$ cat config.mk
export PLATFORM = sky130hd
export DESIGN_NAME = stream_mux_rr
export DESIGN_NICKNAME = d
export VERILOG_FILES = /design/src/rtl/stream_mux_rr.sv
export SDC_FILE = /design/constraint.sdc
export NUM_CORES = 1
export LEC_CHECK = 0
export ABC_CLOCK_PERIOD_IN_PS = 4000
export CORE_MARGIN = 2
export CORE_UTILIZATION = 40
export CTS_CLUSTER_DIAMETER = 50
export DETAILED_ROUTE_END_ITERATION = 12
export PLACE_DENSITY = 0.79
export SLEW_MARGIN = 20
export SYNTH_ARGS = -nofsm -noshare
export SYNTH_HDL_FRONTEND = slang
export SYNTH_SLANG_ARGS = --single-unit
$ cat constraint.sdc
create_clock -name clk -period 4 [get_ports clk]
set_input_delay 1 -clock clk [delete_from_list [all_inputs] [get_ports clk]]
set_output_delay 1 -clock clk [all_outputs]
set_load 0.03 [all_outputs]
$ cat src/rtl/stream_mux_rr.sv
// Registered N-input stream selector with explicit-select and round-robin modes.
// A single output register decouples the granted producer from the consumer.
module stream_mux_rr #(
    parameter int WIDTH  = 32,
    parameter int NUM_IN = 3,
    parameter int SEL_W  = 2
) (
    input  logic                    clk,
    input  logic                    reset,
    input  logic                    mode,
    input  logic [SEL_W-1:0]        sel,
    input  logic [NUM_IN*WIDTH-1:0] in_data,
    input  logic [NUM_IN-1:0]       in_valid,
    output logic [NUM_IN-1:0]       in_ready,
    output logic [WIDTH-1:0]        out_data,
    output logic                    out_valid,
    output logic [SEL_W-1:0]        out_src,
    input  logic                    out_ready
);

    logic [WIDTH-1:0] chan [NUM_IN];
    logic [SEL_W-1:0] last;
    logic [SEL_W-1:0] grant;
    logic             grant_valid;
    logic             load_en;
    logic             xfer;

    for (genvar i = 0; i < NUM_IN; i++) begin : g_chan
        assign chan[i] = in_data[i*WIDTH +: WIDTH];
    end

    assign load_en = !out_valid || out_ready;

    always_comb begin
        logic [SEL_W-1:0] cand;
        grant_valid = 1'b0;
        grant       = '0;
        cand        = '0;
        if (!mode) begin
            // Out-of-range select codes grant nothing.
            if (32'(sel) < NUM_IN) begin
                grant_valid = 1'b1;
                grant       = sel;
            end
        end else begin
            for (int unsigned k = 1; k <= NUM_IN; k++) begin
                cand = SEL_W'((32'(last) + k) % NUM_IN);
                if (!grant_valid && in_valid[cand]) begin
                    grant_valid = 1'b1;
                    grant       = cand;
                end
            end
        end
    end

    always_comb begin
        in_ready = '0;
        if (grant_valid && load_en && !reset) begin
            in_ready[grant] = 1'b1;
        end
    end

    assign xfer = |(in_ready & in_valid);

    always_ff @(posedge clk) begin
        if (reset) begin
            out_valid <= 1'b0;
            out_data  <= '0;
            out_src   <= '0;
            last      <= SEL_W'(NUM_IN - 1);
        end else if (xfer) begin
            out_valid <= 1'b1;
            out_data  <= chan[grant];
            out_src   <= grant;
            if (mode) begin
                last <= grant;
            end
        end else if (out_ready) begin
            out_valid <= 1'b0;
        end
    end

endmodule

# [Yosys cells after proc, flatten, opt, wreduce, memory -nomap -nowiden]
# Cells that the tools add are included.
[totals] register_bits=37 output_inout_bits=38 elab_cells=58
[classes] addsub=3 div=3 order_cmp=7 muxes=26 bitwise_logic=2 n_reduce_logical=13
[ops] operator="modulo 32 x 2 -> 32 bit, second input constant" count=3
[ops] operator="binary-select mux 32 bit (select 2 bit)" count=1
[ops] operator="two-way mux 32 bit" count=2
[ops] operator="two-way mux 1 bit" count=13
[ops] operator="less-than comparator 2 x 3 -> 1 bit, second input constant" count=4
[ops] operator="two-way mux 2 bit" count=5
[ops] operator="adder 2 x 2 -> 3 bit, second input constant" count=2
[ops] operator="binary-select mux 1 bit (select 2 bit)" count=3
[ops] operator="logical AND 1 bit" count=5
[ops] operator="zero test 1 bit" count=4
[ops] operator="adder 2 x 1 -> 3 bit, second input constant" count=1
[ops] operator="bitwise AND 3 bit" count=1
[ops] operator=">= comparator 3 bit, second input constant" count=1
[ops] operator="two-way mux 3 bit" count=1
[ops] operator="inverter 2 -> 3 bit" count=1
[ops] operator="OR reduction 3 bit" count=1
[ops] operator="demux 1 bit (select 2 bit)" count=1
[ops] operator=">= comparator 2 x 1 -> 1 bit, second input constant" count=1
[ops] operator="less-than comparator 2 bit, second input constant" count=1
[ops] operator="AND reduction 2 bit" count=1
[ops] operator="nonzero test 2 bit" count=1
[ops] operator="logical OR 1 bit" count=1

# [Depth between registers and ports, before layout]
[depth] word_depth=22 mapped_depth=10 mapped_depth_nobuf=8

# [Worst setup path before layout]
# No wires, ideal clock.
[synth_path] path_type="input to output" startpoint="input in_valid[2]" endpoint="output in_ready[0]" arrival_ns=2.491 t_required_ns=3.000 slack_ns=0.509 cell_stages=7 path_cell_list="and4bb_1 o31a_1 a211oi_2 or2_1 buf_4 buf_2 and2_1"
[synth_via] elab_chain_cells=17 elab_cells_between_ends=28
[synth_lines] element="start: declaration" line_no="13" text="input logic [NUM_IN-1:0] in_valid,"
[synth_lines] element="binary-select mux 1 bit (select 2 bit)" line_no="48" text="if (!grant_valid && in_valid[cand]) begin"
[synth_lines] element="two-way mux 1 bit (not written as such)" line_no="48"
[synth_lines] element="two-way mux 1 bit" line_no="48"
[synth_lines] element="two-way mux 1 bit" line_no="39" text="if (!mode) begin"
[synth_lines] element="zero test 1 bit" line_no="48"
[synth_lines] element="logical AND 1 bit" line_no="48"
[synth_lines] element="two-way mux 1 bit" line_no="48"
[synth_lines] element="two-way mux 1 bit" line_no="39"
[synth_lines] element="zero test 1 bit" line_no="48"
[synth_lines] element="logical AND 1 bit" line_no="48"
[synth_lines] element="two-way mux 2 bit" line_no="48"
[synth_lines] element="two-way mux 2 bit" line_no="39"
[synth_lines] element="less-than comparator 2 x 3 -> 1 bit (not written as such) or >= comparator 2 x 1 -> 1 bit (tied branches)" line_no="59" text="in_ready[grant] = 1'b1;"
[synth_lines] element="logical AND 1 bit (not written as such)" line_no="59"
[synth_lines] element="two-way mux 1 bit (not written as such)" line_no="59"
[synth_lines] element="demux 1 bit (select 2 bit)" line_no="59"
[synth_lines] element="two-way mux 3 bit (*)" line_no="58" text="if (grant_valid && load_en && !reset) begin"
[synth_lines] element="end: declaration" line_no="14" text="output logic [NUM_IN-1:0] in_ready,"
# Mark *: on every way between the ends. The rest lies on a longest branch, timed or not. The select of a mux whose other input is x is not followed.

# [Worst setup path in the final report]
[layout_path] startpoint="input in_valid[1]" endpoint="output in_ready[0]"
# The elaborated chain is that of the path after synthesis.

==> metrics <==
Slew Limit Fails 0; core area 6390 um2; Finished Layout Cells 499; synth-to-layout area growth 58.6%; Pleak 0.00173 uW; RSZ-0062 raised after global routing false; CTS Buffer Depth 2; routability cong. 0.861; unique cell type count in the Yosys netlist 42; cell breakdown of the critical path clkdlybuf4s50_1 > nand3b_1 > nor3_1 > a211oi_4 > or2_1 > and2_1 > buf_4; Root Driver clkbuf_8; Die H 85.3 um; hold endpoint out_data[22]; Yosys reg bits 37; P_sw 524 uW; Sw Share 0.374; critical path startpoint category primary input; power per cell area 335 nW/um2; RR Endpoint out_src[0]; fin crit share 0.951; ys async rst share 0; WS Path Type primary input to output port; register area share after synthesis 0.280; Antenna diodes 0; slowest CP cell clkdlybuf4s50_1; final WL 9080 um; Synth Net Count 395; detailed placement HPWL 6480 um; fin crit period 3.80 ns; Global Route Usage Sum 0.242; critical path required time 3.00 ns; final instance area 4190 um2; vias in the first global route 2907; area of the multi-input gates 1730 um2; register area 741 um2; maximum VDD drop 0.219 mV; Setup Skew 0.00463 ns; Inst Count DP 491; FP Rows 29; internal power 879 uW; IO Port Bufs 142; Critical Path AT 2.80 ns; Hold Path Class flop to flop; Starting Density 0.414; ys flop type dfxtp_1; Hold Crit Depth 2; Top Ports 143; worst-skew pair later-pin latency 0.28 ns; layout cells sized above 1 0.0924; Fillers 543; Synthesis Warnings 0; max_slew headroom 0.696; reg2reg setup slack 1.03 ns; status complete, no violations; DIE AREA 7280 um2; EDFF count, synth 0; CTS H-tree depth 2; Area after DPL 4100 um2; clock-pin slew on the worst setup and hold paths 0.08 ns; Final setup viols 0; drt via density 5.63; R2R depth 10; max incr delay on CP 0.60 ns; Pre-Repair DR Iteration Count 4; setup TNS 0 ns; Post-DRT Antenna Nets 0; Die X 85.3 um; Max-Cap Viols 0; HP Start out_data[22]; synthesized cell area 2640 um2; Post-CTS Hold Buffers 0; worst-margin pin slew 0.452 ns; CP endpoint kind output port; RR Startpoint last[0]; first-pass GRT wire length 14200 um; Worst Hold Margin 0.478 ns; GRT overflow 0; CTS tree built; CTS Sinks 37; Reg power frac 0.328; crit path max fanout 7; Clk pwr share 0.183; nets 530; FMAX 263 MHz; WL per Instance 18.2 um; Starting DRT DRC Count 88; Logic pwr share 0.489; Vias 2810; initial antenna violation count 0; synthesized area per cell 9.24 um2; final hold vios 0; total CTS buffers 5; pin count of the biggest net entering global routing 38; Syn Inst Count 286; Residual DRC 0
==> state kept, by name, summed over array words and instances, names as in the netlist <==
name / cells
last: 2
out_valid: 1
out_src: 2
out_data: 32
==> cells in the mapped netlist, types with 2 or more instances <==
master	number	area, um2
dfxtp_1	37	741
a21oi_1	8	40.0
a311oi_1	33	289
and3_1	32	200
clkbuf_1	16	60.1
o31a_1	2	17.5
nor3b_1	34	255
nand3b_1	2	15.0
mux2i_1	34	340
inv_1	6	22.5
buf_2	7	35.0
ha_1	4	50.1
nor2b_1	4	25.0
buf_12	3	60.1
o211ai_1	2	15.0
nand2_1	2	7.51
nand2b_1	34	213
a22oi_2	2	25.0
==> cell usage in the layout (no fill, tap or decap), types with 2 or more instances in the layout <==
cell and instances:
nor2b_1 4, buf_4 17, a21oi_2 2, and3_1 32
mux2i_1 34, a22oi_2 2, a21oi_1 6, o211ai_1 2
nor3b_1 34, ha_1 4, clkinv_2 2, nand2b_1 34
clkdlybuf4s50_1 138, o31a_1 2, nand3b_1 2, dfxtp_1 37
nand2_1 2, inv_1 6, a311oi_1 33, clkbuf_8 5
==> kinds of logic (layout without fill, tap and decap cells) <==
kind of cell | after synthesis | after routing | share of synthesized area
buffers and inverters | 34 | 170 | 0.0743
adders and majority gates | 4 | 4 | 0.0189
DFF | 37 | 37 | 0.280
muxes | 34 | 34 | 0.129
AOI/OAI and AO/OA | 61 | 61 | 0.203
and+or+nand+nor | 116 | 116 | 0.295
==> worst max path at each step <==
stage                      startpoint     endpoint  slack, ns
after floorplan           in_valid[2]  in_ready[0]       0.51
after global placement    in_valid[2]  in_ready[0]       0.14
after detailed placement  in_valid[2]  in_ready[0]       0.10
after CTS                 in_valid[2]  in_ready[0]       0.08
after global routing      in_valid[1]  in_ready[0]       0.12
final                     in_valid[1]  in_ready[0]       0.20
==> timing repair <==
action                     CTS  global route
resized for setup            0             2
setup endpoints to repair    0             2
setup buffers                0             0
==> through the flow <==
step | power [uW] | util | setup WS, ns
finish | 1400 | 0.657 | 0.197
global route | 1480 | 0.657 | 0.119
CTS | 1410 | 0.656 | 0.0835
detailed placement | 1150 | 0.642 | 0.101
global placement | 1140 | 0.642 | 0.142
floorplan | 868 | - | 0.509
==> cell type report <==
| cell class | instances | share of cell area |
|---|---|---|
| sequential | 37 | 0.177 |
| multi-input combinational | 215 | 0.412 |
| timing repair buffer | 156 | 0.363 |
| inverter | 6 | 0.00537 |
| tap | 77 | 0.0230 |
| clock buffer | 5 | 0.0164 |
| clock inverter | 3 | 0.00418 |
==> power by group through the flow <==
stage / clock [uW] / combinational (uW) / sequential, uW
2_1_floorplan: 0 / 285 / 583
3_3_place_gp: 0 / 674 / 466
3_5_place_dp: 0 / 685 / 469
4_1_cts: 267 / 688 / 461
5_1_grt: 282 / 728 / 468
6_report: 256 / 687 / 460
==> worst max-delay path: cells and delay by family <==
family                 cells  cell delay (ns)
AOI/OAI and AO/OA          1             0.12
buffers and inverters      2             0.76
and+or+nand+nor            4             0.91
==> metal layers <==
layer	up-vias	track usage	part of all wire
met5	-	0	0
met3	10	0.0603	0.076
met1	1323	0.295	0.43
li1	1361	-	-
met2	116	0.428	0.48
met4	0	0.0563	0.010
No activity file was read; power rests on OpenSTA's default activity.
